$ cat src/rtl/apb_master_arbiter.sv
// rtl/apb_master_arbiter.sv - two-requester round-robin APB master for the PSEL1/PSEL2 slave pair
module apb_master_arbiter #(
  parameter int ADDR_W  = 64,
  parameter int DATA_W  = 64,
  parameter int SEL_BIT = 6,
  parameter int TIMEOUT = 16
) (
  input  logic              PCLK,
  input  logic              PRESETn,

  input  logic              req0_valid,
  input  logic              req0_write,
  input  logic [ADDR_W-1:0] req0_addr,
  input  logic [DATA_W-1:0] req0_wdata,
  output logic              req0_ready,
  output logic              req0_done,
  output logic [DATA_W-1:0] req0_rdata,
  output logic              req0_err,

  input  logic              req1_valid,
  input  logic              req1_write,
  input  logic [ADDR_W-1:0] req1_addr,
  input  logic [DATA_W-1:0] req1_wdata,
  output logic              req1_ready,
  output logic              req1_done,
  output logic [DATA_W-1:0] req1_rdata,
  output logic              req1_err,

  output logic              cs,
  output logic              PSEL1,
  output logic              PSEL2,
  output logic              PENABLE,
  output logic              PWRITE,
  output logic [ADDR_W-1:0] PADDR,
  output logic [DATA_W-1:0] PWDATA,
  input  logic [DATA_W-1:0] PRDATA,
  input  logic              PREADY,
  input  logic              slverr
);

  localparam int CNT_W = $clog2(TIMEOUT + 1);

  typedef enum logic [2:0] {
    S_IDLE,
    S_SETUP,
    S_ACCESS,
    S_DONE,
    S_ERR
  } state_t;

  state_t              state;
  logic                last_grant;
  logic                cur;
  logic [CNT_W-1:0]    tmo_cnt;
  logic [CNT_W-1:0]    tmo_next;
  logic [DATA_W-1:0]   rdata_q;
  logic                err_q;

  logic                grant_any;
  logic                grant_id;
  logic                g_write;
  logic [ADDR_W-1:0]   g_addr;
  logic [DATA_W-1:0]   g_wdata;
  logic                dec_err;

  // Both pending: serve whoever was not granted last; otherwise the lone requester.
  always_comb begin
    grant_any = req0_valid | req1_valid;
    grant_id  = (req0_valid && req1_valid) ? ~last_grant : req1_valid;
    g_write   = grant_id ? req1_write : req0_write;
    g_addr    = grant_id ? req1_addr  : req0_addr;
    g_wdata   = grant_id ? req1_wdata : req0_wdata;
    dec_err   = |(g_addr >> (SEL_BIT + 1));
  end

  assign tmo_next = (tmo_cnt == CNT_W'(TIMEOUT)) ? tmo_cnt : tmo_cnt + 1'b1;

  always_ff @(posedge PCLK or negedge PRESETn) begin
    if (!PRESETn) begin
      state      <= S_IDLE;
      last_grant <= 1'b1;
      cur        <= 1'b0;
      tmo_cnt    <= '0;
      rdata_q    <= '0;
      err_q      <= 1'b0;
      req0_ready <= 1'b0;
      req0_done  <= 1'b0;
      req0_rdata <= '0;
      req0_err   <= 1'b0;
      req1_ready <= 1'b0;
      req1_done  <= 1'b0;
      req1_rdata <= '0;
      req1_err   <= 1'b0;
      cs         <= 1'b0;
      PSEL1      <= 1'b0;
      PSEL2      <= 1'b0;
      PENABLE    <= 1'b0;
      PWRITE     <= 1'b0;
      PADDR      <= '0;
      PWDATA     <= '0;
    end else begin
      req0_ready <= 1'b0;
      req1_ready <= 1'b0;
      req0_done  <= 1'b0;
      req1_done  <= 1'b0;

      case (state)
        S_IDLE: begin
          if (grant_any) begin
            last_grant <= grant_id;
            cur        <= grant_id;
            tmo_cnt    <= '0;
            if (grant_id) req1_ready <= 1'b1;
            else          req0_ready <= 1'b1;
            if (dec_err) begin
              state <= S_ERR;
            end else begin
              state  <= S_SETUP;
              cs     <= 1'b1;
              PSEL1  <= ~g_addr[SEL_BIT];
              PSEL2  <= g_addr[SEL_BIT];
              PWRITE <= g_write;
              PADDR  <= {{(ADDR_W - SEL_BIT){1'b0}}, g_addr[SEL_BIT-1:0]};
              PWDATA <= g_wdata;
            end
          end
        end

        S_SETUP: begin
          PENABLE <= 1'b1;
          state   <= S_ACCESS;
        end

        S_ACCESS: begin
          if (PREADY) begin
            rdata_q <= (PWRITE || slverr) ? '0 : PRDATA;
            err_q   <= slverr;
            cs      <= 1'b0;
            PSEL1   <= 1'b0;
            PSEL2   <= 1'b0;
            PENABLE <= 1'b0;
            state   <= S_DONE;
          end else begin
            tmo_cnt <= tmo_next;
            // Abort once the slave has stalled for TIMEOUT access cycles.
            if (tmo_next == CNT_W'(TIMEOUT)) begin
              cs      <= 1'b0;
              PSEL1   <= 1'b0;
              PSEL2   <= 1'b0;
              PENABLE <= 1'b0;
              state   <= S_ERR;
            end
          end
        end

        S_DONE: begin
          if (cur) begin
            req1_done  <= 1'b1;
            req1_rdata <= rdata_q;
            req1_err   <= err_q;
          end else begin
            req0_done  <= 1'b1;
            req0_rdata <= rdata_q;
            req0_err   <= err_q;
          end
          state <= S_IDLE;
        end

        S_ERR: begin
          if (cur) begin
            req1_done  <= 1'b1;
            req1_rdata <= '0;
            req1_err   <= 1'b1;
          end else begin
            req0_done  <= 1'b1;
            req0_rdata <= '0;
            req0_err   <= 1'b1;
          end
          state <= S_IDLE;
        end

        default: state <= S_IDLE;
      endcase
    end
  end

endmodule

$ cat config.mk
export PLATFORM = sky130hd
export DESIGN_NAME = apb_master_arbiter
export DESIGN_NICKNAME = d
export VERILOG_FILES = /design/src/rtl/apb_master_arbiter.sv
export SDC_FILE = /design/constraint.sdc
export NUM_CORES = 1
export LEC_CHECK = 0
export ABC_AREA = 0
export BUFFER_PORTS_ARGS = -buffer_cell sky130_fd_sc_hd__buf_4
export CAP_MARGIN = 5
export CORE_AREA = 2 2 232 234
export DETAILED_ROUTE_END_ITERATION = 10
export DIE_AREA = 0 0 234 236
export MAX_ROUTING_LAYER = met4
export PLACE_DENSITY = 0.52
export SYNTH_ARGS = -nofsm -noshare
export SYNTH_HDL_FRONTEND = slang
export SYNTH_SLANG_ARGS = --single-unit
$ cat constraint.sdc
create_clock -name PCLK -period 4.2 [get_ports PCLK]
set_input_delay 1.05 -clock PCLK [delete_from_list [all_inputs] [get_ports PCLK]]
set_output_delay 1.05 -clock PCLK [all_outputs]
set_load 0.02 [all_outputs]
==> results of run 1 <==
cell type report:
| type | instances | area (um2) |
|---|---|---|
| antenna | 10 | 25.0 |
| inverter | 8 | 30.0 |
| sequential | 284 | 7110 |
| clock inverter | 14 | 195 |
| clock buffer | 48 | 985 |
| timing repair buffer | 552 | 4210 |
| multi-input combinational | 905 | 4510 |
| tap | 696 | 871 |
| fill | 5515 | 35100 |
logic make-up (layout without fill, tap and decap cells):
family          after synthesis  count (layout)  share of synthesized area (%)
other cells                   1              68                         0.0309
xor+xnor                      4               4                          0.288
simple gates                475             475                           15.9
compound gates              292             292                           12.3
buf+inv                     145             622                           6.71
fa+ha+maj                     2               2                          0.206
mux                          74              74                           6.11
flops                       284             284                           58.5
cell usage after synthesis, types with 2 or more instances:
| cell type | number | share of area [%] |
|---|---|---|
| nand2_1 | 407 | 13 |
| dfrtp_1 | 283 | 58 |
| o21ai_1 | 272 | 11 |
| mux2i_1 | 72 | 5.9 |
| clkbuf_1 | 65 | 2.0 |
| buf_4 | 58 | 3.6 |
| nor4_1 | 27 | 1.4 |
| nor2_1 | 14 | 0.43 |
| a21oi_1 | 7 | 0.29 |
| buf_6 | 7 | 0.65 |
| nand4_1 | 7 | 0.36 |
| buf_1 | 6 | 0.19 |
| inv_1 | 6 | 0.19 |
| nand3_1 | 4 | 0.16 |
| nor3_1 | 4 | 0.16 |
| xor2_1 | 3 | 0.22 |
| and3_1 | 2 | 0.10 |
| ha_1 | 2 | 0.21 |
| inv_2 | 2 | 0.062 |
| nor4_2 | 2 | 0.21 |
| o22ai_1 | 2 | 0.10 |
routing by layer:
layer | wire length (um) | part of all wire (%)
met1 | 18700 | 42
met2 | 20800 | 47
met3 | 3980 | 9.0
met4 | 893 | 2.0
met5 | 0 | 0
power breakdown:
group | switching [W] | internal [W] | leakage (nW) | total [W]
clock | 0.00120 | 0.00189 | 0.581 | 0.00309
combinational | 0.000895 | 0.000397 | 4.23 | 0.00129
sequential | 0.0000288 | 0.00278 | 3.94 | 0.00281
how the worst min path moves through the flow:
stage                   startpoint        endpoint  cells past startpoint
global placement    req1_rdata[44]  req1_rdata[44]                      2
CTS                    rdata_q[40]     rdata_q[40]                      2
global route           rdata_q[17]     rdata_q[17]                      2
finish                  rdata_q[9]      rdata_q[9]                      2
floorplan               rdata_q[0]      rdata_q[0]                      2
detailed placement     rdata_q[40]     rdata_q[40]                      2
worst max-delay path, delay by kind of cell:
family	cells	cell delay [ns]
compound gates	2	0.48
simple gates	4	1.58
buf+inv	2	0.44
cells in the final DEF, fill, tap and decap left out, types with 3 or more instances in the layout:
cell,synthesis,final
diode_2,0,10
o21ai_1,272,271
inv_1,6,6
clkbuf_1,65,7
nand4_1,7,7
buf_12,0,5
mux2i_1,72,72
nor2_1,14,13
nor4_1,27,27
buf_4,58,546
clkbuf_16,0,35
clkbuf_8,0,6
dfrtp_1,283,283
clkinv_2,0,7
bufinv_16,0,4
nand2_1,407,405
conb_1,1,58
a21oi_1,7,7
xor2_1,3,3
nor3_1,4,4
nand3_1,4,3
sequential cells by signal (all words and copies together) (netlist names), 3 cells and up:
register and flops:
PWDATA 64, rdata_q 64, req0_rdata 64, req1_rdata 64, PADDR 6, tmo_cnt 5, state 3
through the flow:
stage | setup slack (ns) | area (um2) | cells | util (%) | hold WS, ns
floorplan | 1.51 | 12400 | 1334 | - | 0.455
global placement | 0.546 | 16700 | 2445 | 31.5 | 0.469
detailed placement | 0.451 | 16700 | 2445 | 31.5 | 0.475
CTS | 1.00 | 17900 | 2507 | 33.7 | 0.489
global route | 0.860 | 17900 | 2517 | 33.8 | 0.501
finish | 1.00 | 17900 | 2517 | 33.8 | 0.482
==> results.py, run 1 <==
metrics = {
    "run_status": {
        "status": "complete, no violations",
    },
    "synth": {
        "netlist_area_um2": 12200,
        "syn_avg_cell_area_um2": 9.52,
        "synth-edff-count": 0,
        "synth_flop_cell": "dfrtp_1",
        "ys_seq_elements": 284,
        "yosysUniqueCellTypes": 46,
        "syn_inst": 1277,
        "synth-warning-count": 0,
        "yosysSeqAreaShare_pct": 58.5,
        "async_flop_share_pct": 100,
    },
    "die": {
        "initial_core_util_pct": 22.9,
        "ios": 595,
        "num_rows": 85,
        "core_area_um2": 53100,
        "fp.dieArea_um2": 55200,
        "die_x_um": 234,
        "die_h_um": 236,
    },
    "routing": {
        "num_vias": 10500,
        "antenna_left": 0,
        "wire_per_inst_um": 17.7,
        "drtIter0Drc": 530,
        "wl_mm": 44.4,
        "viasPerCell": 4.16,
        "first_pass_iters": 4,
        "drc_errors": 0,
    },
    "worst_setup_path": {
        "reg2reg_depth": 7,
        "cp-startpoint": "req1_addr[7]",
        "worstReg2RegStart": "last_grant",
        "critPathCaptureType": "register",
        "path_cells": "buf_4 > nor4_1 > nand4_1 > nor4_2 > o22ai_1 > or2_2 > buf_4 > o21ai_1",
        "arrival_ns": 3.64,
        "critPathSlowestCell": "nor4_2",
        "r2r-end": "PWDATA[39]",
        "crit_type": "primary input to register",
        "path_max_fanout": 72,
        "required_ns": 4.65,
        "r2r_slack_ns": 1.42,
        "start_kind": "primary input",
        "endpoint": "PWDATA[39]",
        "critPathMaxStageDelay_ns": 0.54,
        "timing.critical_path.mode_cell": "buf_4",
    },
    "clock_tree": {
        "cts_hold_buf": 0,
        "cts_repair_resize_count": 0,
        "tritoncts": "built",
        "clk_path_buf_depth": 3,
        "clk_latency_ns": 0.53,
        "clk_pin_slew_worst_paths_ns": 0.06,
        "cts_root_buf": "clkbuf_16",
        "htree_levels": 2,
        "post_cts_buffers": 0,
        "numCtsBuffers": 34,
        "cts.sinks": 284,
    },
    "run": {
        "drv_cap": 0,
    },
    "power_and_ir_drop": {
        "vdd_drop_max_mv": 0.313,
        "p_total_w": 0.00719,
        "power.leakage_nw": 8.76,
        "power_density_nw_per_um2": 401,
    },
    "final_layout": {
        "drive_gt1_share_pct": 34.3,
        "syn_to_final_growth_pct": 47.5,
        "nets": 2115,
    },
    "timing": {
        "period_minus_slack_ns": 3.20,
        "worst_pin_slew_ns": 0.851,
        "timing.final.crit_share_pct": 76.1,
        "maxSlewHeadroom_pct": 43.3,
        "hold_violations": 0,
        "grt_setup_unrepaired": "false",
        "setup_viol": 0,
        "drv_slew": 0,
        "tns_ns": 0,
        "clock_skew_ns": 0.0194,
        "max_freq_mhz": 313,
    },
    "global_route": {
        "grt_pass1_vias": 10800,
        "grt_use_total_pct": 16.3,
        "grt_use_met1_pct": 20.0,
        "met2_usage_pct": 25.2,
        "grt_max_degree": 105,
        "busiest_layer": "met2",
        "gr-total-overflow": 0,
        "grt_pass1_wl_mm": 66.6,
        "use_met3_pct": 6.09,
        "antenna_found_initial": 10,
    },
    "placed_design": {
        "post-dp-hpwl_mm": 34.0,
        "gp_congestion": 0.919,
        "io_buffers": 536,
    },
    "worst_hold_path": {
        "hp-class": "register to register",
    },
}
Power figures use the tool's default switching activity.
==> inputs of run 2 (changes only) <==
==> config.mk (replaced) <==
export PLATFORM = sky130hd
export DESIGN_NAME = apb_master_arbiter
export DESIGN_NICKNAME = d
export VERILOG_FILES = /design/src/rtl/apb_master_arbiter.sv
export SDC_FILE = /design/constraint.sdc
export NUM_CORES = 1
export LEC_CHECK = 0
export ABC_AREA = 1
export BUFFER_PORTS_ARGS = -buffer_cell sky130_fd_sc_hd__buf_4
export CAP_MARGIN = 5
export CORE_AREA = 2 2 231 233
export DETAILED_ROUTE_END_ITERATION = 10
export DIE_AREA = 0 0 233 235
export MAX_ROUTING_LAYER = met4
export PLACE_DENSITY = 0.55
export SYNTH_ARGS = -nofsm -noshare
export SYNTH_HDL_FRONTEND = slang
export SYNTH_SLANG_ARGS = --single-unit
==> constraint.sdc (replaced) <==
create_clock -name PCLK -period 3.1 [get_ports PCLK]
set_input_delay 0.775 -clock PCLK [delete_from_list [all_inputs] [get_ports PCLK]]
set_output_delay 0.775 -clock PCLK [all_outputs]
set_load 0.02 [all_outputs]
==> run 2 against run 1 <==
Sequential share of layout area fell by 2.9 points. Utilization increased by 3.3 points. Critical path depth is 2 lower. Sequential cell count stayed put. Combinational power grew to 4.4 times the previous value. Hold slack got worse by 0.27 ns. Clock power rose by 28%. First-iteration DRC count is 0.75% lower. Setup slack worse by 0.066 ns. Sequential power is 93% higher. Largest cell class unchanged. Largest power group is now combinational cells.
==> results.py, run 2 <==
metrics = {
    "worst_setup_path": {
        "r2r-end": "req0_rdata[12]",
        "required_ns": 3.51,
        "worstReg2RegStart": "state[2]",
        "arrival_ns": 2.57,
        "crit_type": "register to register",
        "start_kind": "register",
        "reg2reg_depth": 6,
        "r2r_slack_ns": 0.94,
        "critPathCaptureType": "register",
        "path_max_fanout": 24,
    },
    "routing": {
        "drc_errors": 0,
        "viasPerCell": 4.32,
        "drtIter0Drc": 526,
        "wire_per_inst_um": 16.3,
        "wl_mm": 44.9,
        "first_pass_iters": 4,
        "num_vias": 11900,
        "antenna_left": 0,
    },
    "clock_tree": {
        "htree_levels": 2,
        "post_cts_buffers": 0,
        "cts_root_buf": "clkbuf_16",
        "clk_path_buf_depth": 3,
        "cts_repair_resize_count": 0,
        "cts.sinks": 284,
        "numCtsBuffers": 35,
        "tritoncts": "built",
        "clk_latency_ns": 0.54,
        "clk_pin_slew_worst_paths_ns": 0.06,
        "cts_hold_buf": 0,
    },
    "worst_hold_path": {
        "hp-class": "primary input to asynchronous set/reset pin",
    },
    "synth": {
        "synth-edff-count": 0,
        "synth_top_area_share_pct": 51.6,
        "synth_area_leaders": "dfrtp_1, nand2_1, mux2_2",
        "async_flop_share_pct": 100,
        "ys_seq_elements": 284,
        "yosysTopAreaCell": "dfrtp_1",
        "yosysUniqueCellTypes": 29,
        "synthTopCellsByCount": "nand2_1, dfrtp_1, nor2_1",
        "synth_flop_cell": "dfrtp_1",
        "yosysSeqAreaShare_pct": 51.8,
        "syn_inst": 1521,
        "netlist_area_um2": 13700,
        "yosys.cell_count.top_type": "nand2_1",
        "synth-warning-count": 0,
        "syn_avg_cell_area_um2": 9.03,
    },
    "final_layout": {
        "drive_gt1_share_pct": 36.8,
        "nets": 2364,
        "syn_to_final_growth_pct": 40.9,
        "final_cell_mix": "buf_4, nand2_1, dfrtp_1, nor2_1, inv_1",
        "diodes": 0,
        "layout_commonest_cell": "buf_4",
    },
    "die": {
        "die_x_um": 233,
        "fp.dieArea_um2": 54800,
        "core_area_um2": 52200,
        "initial_core_util_pct": 26.3,
        "die_h_um": 235,
        "ios": 595,
        "num_rows": 84,
    },
    "global_route": {
        "grt_pass1_vias": 12100,
        "grt_max_degree": 76,
        "gr-total-overflow": 0,
        "grt_pass1_wl_mm": 69.5,
        "grt_use_total_pct": 16.6,
        "antenna_found_initial": 1,
    },
    "power_and_ir_drop": {
        "power.leakage_nw": 10.5,
        "power_density_nw_per_um2": 781,
        "vdd_drop_max_mv": 0.376,
        "p_total_w": 0.0151,
    },
    "timing": {
        "timing.final.crit_share_pct": 69.7,
        "worst_pin_slew_ns": 0.818,
        "hold_violations": 0,
        "period_minus_slack_ns": 2.16,
        "grt_setup_unrepaired": "false",
        "clock_skew_ns": 0.0157,
        "max_freq_mhz": 463,
        "tns_ns": 0,
        "setup_viol": 0,
        "maxSlewHeadroom_pct": 45.5,
        "drv_slew": 0,
    },
    "run_status": {
        "status": "complete, no violations",
    },
    "placed_design": {
        "io_buffers": 536,
        "gp_congestion": 0.906,
        "post-dp-hpwl_mm": 33.4,
    },
    "run": {
        "drv_cap": 0,
    },
}
[run 2: cell type report]
cell class,instances,area (um2)
clock buffers,51,1030
clock inverters,8,87.6
fillers,5303,32900
inverters,148,558
multi-input cells,1002,5290
flip-flops and latches,284,7110
well taps,688,861
repair buffers,563,4420
[run 2: layer usage]
| layer | GRT usage (%) | share of wire, % |
|---|---|---|
| met1 | 21.4 | 44 |
| met5 | - | 0 |
| met2 | 25.7 | 46 |
| met3 | 4.44 | 7.6 |
| met4 | 4.48 | 2.4 |
[run 2: logic make-up (layout without fill, tap and decap cells)]
| kind of cell | Yosys count | count (layout) | synth area share, % |
|---|---|---|---|
| AND/OR/NAND/NOR | 730 | 730 | 21.6 |
| multiplexers | 131 | 131 | 10.7 |
| AO/OA/AOI/OAI | 80 | 80 | 4.10 |
| XOR/XNOR | 1 | 1 | 0.0638 |
| other | 1 | 58 | 0.0273 |
| flip-flops | 284 | 284 | 51.8 |
| adder cells (fa/ha/maj) | 2 | 2 | 0.182 |
| buffers and inverters | 292 | 770 | 11.5 |
[run 2: how the worst max path moves through the flow]
stage,start,end,slack (ns),cells after the start
floorplan,req1_addr[7],PADDR[0],1.17,10
global placement,req0_addr[7],PWDATA[6],0.63,11
detailed placement,req0_addr[7],PWDATA[22],0.61,11
CTS,state[2],req0_rdata[29],0.88,6
global route,state[2],req0_rdata[63],0.78,6
finish,state[2],req0_rdata[12],0.94,6
[run 2: critical path, cell delays in order (launching register included)]
cell and delay, ns:
dfrtp_1 0.43, inv_2 0.10, a21oi_1 0.14, o21ai_1 0.16, nor2_4 0.56, buf_12 0.29, mux2_2 0.35
[run 2: power by group]
part	internal [W]	switching [W]	leakage [nW]	total (W)
clock network	0.00238	0.00159	0.549	0.00397
registers	0.00478	0.000638	3.86	0.00541
logic	0.00255	0.00318	6.13	0.00573
[run 2: through the flow]
step / hold WS, ns / util [%] / cells / area (um2) / setup WS [ns]
after floorplan: 0.452 / - / 1578 / 13900 / 1.17
after global placement: 0.456 / 34.9 / 2685 / 18200 / 0.632
after detailed placement: 0.459 / 34.9 / 2685 / 18200 / 0.608
after CTS: 0.205 / 37.0 / 2744 / 19300 / 0.879
after global routing: 0.227 / 37.0 / 2744 / 19300 / 0.780
final: 0.209 / 37.0 / 2744 / 19300 / 0.938
==> inputs of run 3 (changes only) <==
==> constraint.sdc (replaced) <==
create_clock -name PCLK -period 2 [get_ports PCLK]
set_input_delay 0.5 -clock PCLK [delete_from_list [all_inputs] [get_ports PCLK]]
set_output_delay 0.5 -clock PCLK [all_outputs]
set_load 0.02 [all_outputs]
==> run 3 against run 2 <==
Final cell count is 1.5% higher. Global-route usage is 0.17 points higher. Sequential cell count stayed put. Utilization is 0.61 points higher. Fmax is 19% higher. Count of clock-buffer cells in the layout is 5 lower. Largest cell class unchanged.
==> results.py, run 3 (same netlist as run 2, synthesis figures left out) <==
metrics = {
    "run_status": {
        "status": "complete, no violations",
    },
    "die": {
        "initial_core_util_pct": 26.3,
        "die_x_um": 233,
        "ios": 595,
        "fp.dieArea_um2": 54800,
        "die_h_um": 235,
        "core_area_um2": 52200,
        "num_rows": 84,
    },
    "routing": {
        "drtIter0Drc": 552,
        "antenna_left": 0,
        "wire_per_inst_um": 16.3,
        "wl_mm": 45.5,
        "first_pass_iters": 5,
        "viasPerCell": 4.35,
        "num_vias": 12100,
        "drc_errors": 0,
    },
    "worst_setup_path": {
        "crit_type": "register to register",
        "start_kind": "register",
        "path_max_fanout": 65,
        "arrival_ns": 2.27,
        "critPathCaptureType": "register",
        "required_ns": 2.45,
    },
    "timing": {
        "setup_viol": 0,
        "timing.final.crit_share_pct": 90.9,
        "tns_ns": 0,
        "worst_pin_slew_ns": 0.808,
        "drv_slew": 0,
        "max_freq_mhz": 550,
        "maxSlewHeadroom_pct": 46.2,
        "hold_slack_ns": 0.226,
        "hold_violations": 0,
        "period_minus_slack_ns": 1.82,
        "clock_skew_ns": 0.0145,
    },
    "final_layout": {
        "diodes": 0,
        "layout.cells.non_filler": 2785,
        "syn_to_final_growth_pct": 43.3,
        "final_cell_mix": "buf_4, nand2_1, dfrtp_1, nor2_1, inv_1",
        "drive_gt1_share_pct": 38.0,
        "finalInstanceArea_um2": 19700,
        "nets": 2406,
        "layout_commonest_cell": "buf_4",
    },
    "clock_tree": {
        "clk_pin_slew_worst_paths_ns": 0.06,
        "clk_path_buf_depth": 3,
        "numCtsBuffers": 34,
        "clk_latency_ns": 0.52,
        "cts_root_buf": "clkbuf_16",
        "htree_levels": 2,
        "tritoncts": "built",
        "cts.sinks": 284,
    },
    "global_route": {
        "grt_max_degree": 73,
        "gr-total-overflow": 0,
        "grt_use_total_pct": 16.8,
        "antenna_found_initial": 0,
        "grt_pass1_vias": 12400,
        "grt_pass1_wl_mm": 70.0,
    },
    "power_and_ir_drop": {
        "p_sw_w": 0.00842,
        "seq_power_share_pct": 35.8,
        "power.leakage_nw": 10.7,
        "comb_power_share_pct": 39.3,
        "vdd_drop_max_mv": 0.526,
        "clkPwrFrac_pct": 24.9,
        "intPower_w": 0.0150,
        "swShare_pct": 35.9,
        "power_density_nw_per_um2": 1190,
        "p_total_w": 0.0235,
    },
    "placed_design": {
        "io_buffers": 536,
        "gp_congestion": 0.917,
        "post-dp-hpwl_mm": 34.6,
        "placed_area_um2": 18600,
        "placed_cells": 2725,
    },
    "run": {
        "drv_cap": 0,
    },
    "worst_hold_path": {
        "hp-class": "primary input to register",
    },
}
## run 3: final timing paths
check / from / to / slack (ns) / cells past startpoint
max in group asynchronous: PRESETn / req0_rdata[17] / 0.80 / 3
min in group asynchronous: PRESETn / rdata_q[27] / 0.54 / 2
worst min-delay path: slverr / err_q / 0.23 / 3
worst max register to register: last_grant / PWDATA[31] / 0.18 / 9
worst max-delay path: last_grant / PWDATA[31] / 0.18 / 9
worst min register to register: PWDATA[60] / PWDATA[60] / 0.47 / 2
## run 3: cell type report
type / instances / area (um2)
Inverter: 148 / 558
Fill cell: 5331 / 32600
Tap cell: 688 / 861
Multi-Input combinational cell: 1002 / 5290
Sequential cell: 284 / 7110
Clock inverter: 11 / 92.6
Clock buffer: 46 / 937
Timing Repair Buffer: 606 / 4820
## run 3: worst max-delay path, stage by stage (launching register included)
cell     delay [ns]
dfstp_2        0.52
nand2_1        0.06
nand2_2        0.10
nand3_1        0.14
nor2_1         0.12
nand2_1        0.09
nand2_2        0.13
buf_12         0.26
nand4_1        0.15
nand2_1        0.11
## run 3: routing by layer
layer  wire [um]  track usage, %  vias to the layer above  share of wire (%)
met4         911            4.73                        0                2.0
met1       20000            21.6                     5766                 44
met3        3450            3.81                       63                7.6
met2       21100            26.4                      458                 46
met5           0               -                        -                  0
li1            -               -                     5825                  -
## run 3: what timing repair did
item / CTS / global route
hold buffers: 1 / 0
gates resized for setup: 0 / 1
hold endpoints to repair: 38 / 0
setup endpoints to repair: 0 / 14
setup buffers: 0 / 2
## run 3: power by group through the flow
stage / clock, W / combinational (W) / sequential (W)
floorplan: 0 / 0.00363 / 0.00985
global placement: 0 / 0.00922 / 0.00848
detailed placement: 0 / 0.00931 / 0.00854
CTS: 0.00603 / 0.00933 / 0.00844
global route: 0.00628 / 0.00993 / 0.00862
finish: 0.00584 / 0.00923 / 0.00841
## run 3: stage by stage
stage                     util [%]  setup slack, ns
after detailed placement      35.6           -0.104
after global placement        35.6           -0.125
after global routing          37.7        -0.000225
final                         37.7            0.183
after CTS                     37.6            0.114
after floorplan                  -            0.343
